`src/rtl/rr_arbiter_n.sv`:
```
// Round-robin arbiter for N level requesters with ack/request-drop release and no idle bubble.
// Define ARB_TIMEOUT_EN to add a hold counter that forces release after MAX_HOLD busy cycles.
module rr_arbiter_n #(
  parameter int N        = 4,
  parameter int MAX_HOLD = 16
) (
  input  logic                 clock,
  input  logic                 reset,
  input  logic [N-1:0]         request,
  input  logic [N-1:0]         acknowledge,
  output logic [N-1:0]         grant,
  output logic                 grant_valid,
  output logic [$clog2(N)-1:0] grant_id,
  output logic                 timeout
);
  localparam int IW = $clog2(N);

  typedef enum logic {IDLE, BUSY} state_t;

  state_t          state_q, state_d;
  logic [N-1:0]    grant_q, grant_d;
  logic [IW-1:0]   gid_q, gid_d;
  logic [IW-1:0]   ptr_q, ptr_d;
  logic            win_found;
  logic [IW-1:0]   win_id;
  logic [IW-1:0]   cand;
  logic            busy, rel, to_fire;

  assign busy = (state_q == BUSY);

`ifdef ARB_TIMEOUT_EN
  localparam int HW = $clog2(MAX_HOLD);
  logic [HW-1:0] hold_q, hold_d;
  assign to_fire = busy && (hold_q == HW'(MAX_HOLD - 1));
`else
  assign to_fire = 1'b0;
`endif

  // Acks and drops from non-owners never reach the release term.
  assign rel = busy && (acknowledge[gid_q] || !request[gid_q] || to_fire);

  // Search ptr+1 .. ptr+N, so the last owner is checked last.
  always_comb begin
    win_found = 1'b0;
    win_id    = '0;
    cand      = '0;
    for (int i = 1; i <= N; i++) begin
      cand = IW'((int'(ptr_q) + i) % N);
      if (!win_found && request[cand]) begin
        win_found = 1'b1;
        win_id    = cand;
      end
    end
  end

  always_comb begin
    state_d = state_q;
    grant_d = grant_q;
    gid_d   = gid_q;
    ptr_d   = ptr_q;
`ifdef ARB_TIMEOUT_EN
    hold_d  = hold_q;
`endif
    if (!busy || rel) begin
      if (win_found) begin
        state_d         = BUSY;
        grant_d         = '0;
        grant_d[win_id] = 1'b1;
        gid_d           = win_id;
        ptr_d           = win_id;
      end else begin
        state_d = IDLE;
        grant_d = '0;
        gid_d   = '0;
      end
`ifdef ARB_TIMEOUT_EN
      hold_d = '0;
`endif
    end else begin
`ifdef ARB_TIMEOUT_EN
      hold_d = hold_q + 1'b1;
`endif
    end
  end

  always_ff @(posedge clock) begin
    if (!reset) begin
      state_q <= IDLE;
      grant_q <= '0;
      gid_q   <= '0;
      ptr_q   <= IW'(N - 1);
`ifdef ARB_TIMEOUT_EN
      hold_q  <= '0;
`endif
    end else begin
      state_q <= state_d;
      grant_q <= grant_d;
      gid_q   <= gid_d;
      ptr_q   <= ptr_d;
`ifdef ARB_TIMEOUT_EN
      hold_q  <= hold_d;
`endif
    end
  end

  assign grant       = grant_q;
  assign grant_valid = |grant_q;
  assign grant_id    = gid_q;
  assign timeout     = to_fire;

endmodule

```
`config.mk`:
```
export PLATFORM = sky130hd
export DESIGN_NAME = rr_arbiter_n
export DESIGN_NICKNAME = d
export VERILOG_FILES = /design/src/rtl/rr_arbiter_n.sv
export SDC_FILE = /design/constraint.sdc
export NUM_CORES = 1
export LEC_CHECK = 0
export CAP_MARGIN = 20
export CORE_MARGIN = 2
export CORE_UTILIZATION = 40
export CTS_CLUSTER_DIAMETER = 120
export DETAILED_ROUTE_END_ITERATION = 16
export DONT_BUFFER_PORTS = 1
export RECOVER_POWER = 50
export SYNTH_ARGS = -nofsm -noshare
export SYNTH_HDL_FRONTEND = slang
export SYNTH_SLANG_ARGS = --single-unit
export TNS_END_PERCENT = 30
```
`constraint.sdc`:
```
create_clock -name clock -period 2.1 [get_ports clock]
set_input_delay 0.315 -clock clock [delete_from_list [all_inputs] [get_ports clock]]
set_output_delay 0.315 -clock clock [all_outputs]
set_load 0.1 [all_outputs]
```
[Yosys cells after proc, flatten, opt, wreduce, memory -nomap -nowiden]
Cells that the tools add are included.
Storage, ports and cells
  bits in registers: 9
  logic and storage cells: 54
Operators by class
  add/sub/neg operators: 4
  $lt $le $gt $ge: 7
  muxes and demuxes: 25
  reduce and logical (&&, ||, !) cells: 14
Operator list (count)
  2-bit by 3-bit less-than comparator with 1-bit output (second input constant): 6
  1-bit binary-select mux with 2-bit select: 6
  1-bit 2-to-1 mux: 12
  2-bit 2-to-1 mux: 5
  1-bit logical AND: 5
  1-bit zero test: 5
  2-bit by 1-bit adder with 2-bit output (second input constant): 2
  2-bit adder (second input constant): 2
  4-bit 2-to-1 mux: 1
  4-bit OR reduction: 1
  1-bit demux with 2-bit select: 1
  2-bit by 1-bit >= comparator with 1-bit output (second input constant): 1
  1-bit logical OR: 2
  2-bit AND reduction: 1

[Depth between registers and ports, before layout]
  depth in word-level cells: 18
  depth in mapped cells: 5
  depth with buffers taken out: 4

[Worst setup path after synthesis]
OpenSTA, ideal clock, no wires.
  kind: flip-flop to output port
  from: register grant_q[2] (netlist: grant[2])
  to: output grant_valid
  arrival: 1.777 ns
  path slack: 0.008 ns
  stages on the path, launching flop included: 2
  buffers on the path: 0
  path through: dfxtp_1 or4_1
On the way
  word-level cells in the longest chain between the ends: 1
Ends and longest elaborated chain
  from (decl): line 21  | logic [N-1:0] grant_q, grant_d;
  from (signal assigned): line 97  | grant_q <= grant_d;
  4-bit OR reduction: line 107  | assign grant_valid = |grant_q;
  to (decl): line 12  | output logic grant_valid,
Every way passes these cells.

[Worst setup path after layout]
Ends and elaborated chain as after synthesis.

==> results.sh <==
export IMPL_synthesized_area_fraction_occupied_by_adder_cells=0
export IMPL_resize_count_post_cts=0
export IMPL_die_w_um=43.67
export IMPL_synth_most_common_cell="sky130_fd_sc_hd__dfxtp_1"
export IMPL_worst_tran_pin_value_ps=630.2
export IMPL_sequential_cell_area_sq_um=180.2
export IMPL_syn_instance_count=75
export IMPL_layoutNonFillerInstCount=99
export IMPL_power_switching_uw=289.2
export IMPL_post_route_cells_drive_above_1_share=0.2048
export IMPL_io_pins=18
export IMPL_post_route_cell_area_sq_um=703.2
export IMPL_finalHoldWorstSlack_ps=145.8
export IMPL_global_route_wire_length_before_repair_um=2290
export IMPL_n_antenna_cell=0
export IMPL_async_flop_share=0
export IMPL_finish_net_count=94
export IMPL_clock_skew_final_ps=1.773
export IMPL_num_vias=608
export IMPL_timing_critical_path_max_delay_family="simple AND/OR/NAND/NOR gates"
export IMPL_setup_reg_to_reg_worst_slack_ps=570
export IMPL_seq_power_share=0.334
export IMPL_placed_area_sq_um=691.9
export IMPL_cts_sinks=9
export IMPL_post_synth_main_area_contributors="sky130_fd_sc_hd__dfxtp_1 29%, sky130_fd_sc_hd__nand2b_1 5.0%, sky130_fd_sc_hd__nor2_1 3.6%, sky130_fd_sc_hd__a21oi_1 3.2%, sky130_fd_sc_hd__o21ai_0 3.2%"
export IMPL_post_cts_hold_buffer_count=0
export IMPL_endpoint_type_of_the_worst_setup_path="output pin"
export IMPL_detail_route_first_pass_iterations=4
export IMPL_peakVddDrop_mv=0.4436
export IMPL_root_buffer="sky130_fd_sc_hd__clkbuf_4"
export IMPL_port_buffer_count=0
export IMPL_number_of_remaining_drc_errors=0
export IMPL_crit_reg2reg_launch="grant_id[0]$_SDFFE_PN0P_"
export IMPL_avgRoutedWirePerCell_um=14.02
export IMPL_clkPwrFrac=0.204
export IMPL_multi_input_gate_area_sq_um=415.4
export IMPL_rows=14
export IMPL_synth_largest_area_cell="sky130_fd_sc_hd__dfxtp_1"
export IMPL_flow_area_growth_from_synthesis_pct=11.73
export IMPL_initial_core_util=0.4227
export IMPL_synth_yosys_warnings=0
export IMPL_cellPowerDensity_nw_per_um2=903.5
export IMPL_dieHeight_um=43.67
export IMPL_detail_route_iter0_violations=12
export IMPL_worstPathCellList="or4_1, buf_12"
export IMPL_slew_viols_final=0
export IMPL_placed_cells=95
export IMPL_ff2ff_path_depth=4
export IMPL_floorplan_die_area_sq_um=1907
export IMPL_drt_total_wl_um=1388
export IMPL_post_synth_instance_area_sq_um=629.4
export IMPL_final_setup_tns_ps=0
export IMPL_post_cts_setup_buffer_count=0
export IMPL_cell_internal_pwr_uw=346.1
export IMPL_worst_ep_arrival_time_ps=1350
export IMPL_timing_critical_path_required_ps=1780
export IMPL_antenna_violating_nets_post_route=0
export IMPL_post_route_period_util=0.7942
export IMPL_synth_area_per_cell_sq_um=8.391
export IMPL_fillCellCount=157
export IMPL_grt_max_degree=10
export IMPL_holdCritPathClass="in -> reg"
export IMPL_fin_crit_ps=1668
export IMPL_vias_in_the_first_global_route=555
export IMPL_timing_critical_path_depth=2
export IMPL_synth_top_family_by_area="simple AND/OR/NAND/NOR gates"
export IMPL_synth_commonest_cells="9 x sky130_fd_sc_hd__dfxtp_1, 6 x sky130_fd_sc_hd__nor2_1, 5 x sky130_fd_sc_hd__nand2b_1"
export IMPL_yosys_cell_types_count=37
export IMPL_number_of_nets_in_the_synthesized_netlist=85
export IMPL_cap_violations=0
export IMPL_vias_per_cell=6.141
export IMPL_grt_use_total=0.1598
export IMPL_worstSetupStartpoint="grant[2]$_SDFFE_PN0P_"
export IMPL_clock_insertion_delay_worst_skew_ps=260
export IMPL_worst_setup_path_type="reg -> out"
export IMPL_globalRouteOverflowTotal=0
export IMPL_crit_end="grant_valid"
export IMPL_grt_antenna_before_repair=0
export IMPL_power_combinational_fraction=0.462
export IMPL_delay_of_the_slowest_cell_on_the_worst_path_ps=580
export IMPL_critical_path_reg2reg_endpoint="grant[3]$_SDFFE_PN0P_"
export IMPL_status="finished, final reports clean"
export IMPL_synthMuxAreaShare=0.01590
export IMPL_path_clk_slew_ps=60
export IMPL_core_area_sq_um=1489
export IMPL_synth_simple_area_share=0.3260
export IMPL_power_static_leakage_uw=0.0002838
export IMPL_cts_inserted_buffers=3
export IMPL_htreeDepth=1
export IMPL_synth_top_area_frac=0.2863
export IMPL_swShare=0.4552
export IMPL_unrepaired_setup_endpoints_after_global_routing="false"
export IMPL_postSynth_topFlopCell="sky130_fd_sc_hd__dfxtp_1"
export IMPL_fmax_mhz=599.6
export IMPL_number_of_flops_mapped_to_enable_cells_by_yosys=0
export IMPL_critical_path_slowest_cell="sky130_fd_sc_hd__or4_1"
export IMPL_synth_xor_area_frac=0
export IMPL_maximum_fanout_along_the_worst_path=2
export IMPL_tritoncts="done"
export IMPL_gp_congestion=0.8196
export IMPL_max_slew_margin=0.5760
export IMPL_setup_violations=0
export IMPL_timing_critical_path_buf_inv=1
export IMPL_synth_seq_cells=9
export IMPL_crit_path_start_kind="flip-flop"
export IMPL_synth_yosys_seq_area_share=0.2863
export IMPL_max_clock_path_buffers=2
export IMPL_dp_hpwl_um=1082
export IMPL_final_hold_viol_count=0
export IMPL_synth_compound_area_share=0.3121
-- layer usage --
layer	up-vias	GRT usage	wire, um
met1	277	0.2154	606
met5	-	0	0
met4	0	0.07273	20
met3	2	0.03750	133
met2	27	0.2412	628
li1	302	-	-
-- worst min path at each step --
stage / start / slack, ps / depth (start not counted) / to
after CTS: reset / 140 / 1 / ptr_q[1]$_SDFFE_PN1P_
after global placement: reset / 420 / 1 / ptr_q[1]$_SDFFE_PN1P_
after floorplan: reset / 390 / 1 / ptr_q[1]$_SDFFE_PN1P_
after global routing: reset / 130 / 1 / ptr_q[1]$_SDFFE_PN1P_
after detailed placement: reset / 410 / 1 / ptr_q[1]$_SDFFE_PN1P_
final: reset / 150 / 1 / ptr_q[1]$_SDFFE_PN1P_
-- stage by stage --
| step | power [uW] | util | setup slack (ps) |
|---|---|---|---|
| 3_5_place_dp | 517.9 | 0.4647 | 565.2 |
| 3_3_place_gp | 517.1 | 0.4647 | 559.7 |
| 4_1_cts | 650.1 | 0.4824 | 425.0 |
| 2_1_floorplan | 454.5 | - | 8.326 |
| 5_1_grt | 671.8 | 0.4723 | 402.7 |
| 6_report | 635.3 | 0.4723 | 432.2 |
-- power by group through the flow --
stage	Combinational [uW]	Sequential, uW	Clock (uW)
detailed placement	301	216	0
floorplan	149	306	0
finish	294	212	129
CTS	302	213	135
global route	309	216	147
global placement	301	216	0
-- cells by family after synthesis --
kind of cell / Yosys count
and+or+nand+nor: 33
other: 1
muxes: 1
AOI/OAI and AO/OA: 25
buffers and inverters: 6
DFF: 9
-- placed cells by master, fill, tap and decap left out, types with 2 or more instances in the layout --
cell	count
sky130_fd_sc_hd__nor3b_1	2
sky130_fd_sc_hd__or3_1	2
sky130_fd_sc_hd__o21ai_0	4
sky130_fd_sc_hd__nand2_1	4
sky130_fd_sc_hd__nand2b_1	5
sky130_fd_sc_hd__nor4_1	2
sky130_fd_sc_hd__nor3_1	2
sky130_fd_sc_hd__nand3b_1	2
sky130_fd_sc_hd__a31oi_1	2
sky130_fd_sc_hd__o41ai_1	2
sky130_fd_sc_hd__a21oi_1	4
sky130_fd_sc_hd__o211ai_1	2
sky130_fd_sc_hd__clkbuf_4	3
sky130_fd_sc_hd__o32ai_1	2
sky130_fd_sc_hd__dfxtp_1	9
sky130_fd_sc_hd__clkbuf_2	6
sky130_fd_sc_hd__a2111oi_0	2
sky130_fd_sc_hd__inv_1	3
sky130_fd_sc_hd__nor2_1	6
-- layout make-up --
cell class,instances,share of cell area
tap,16,0.02847
inverter,3,0.01601
sequential,9,0.2562
clock buffer,4,0.03737
timing repair buffer,7,0.07117
multi-input combinational,60,0.5907
-- state kept, by name (all words and copies together), names as in the netlist --
name      cells
ptr_q         2
busy          1
grant         4
grant_id      2
(Power assumes the default switching activity.)
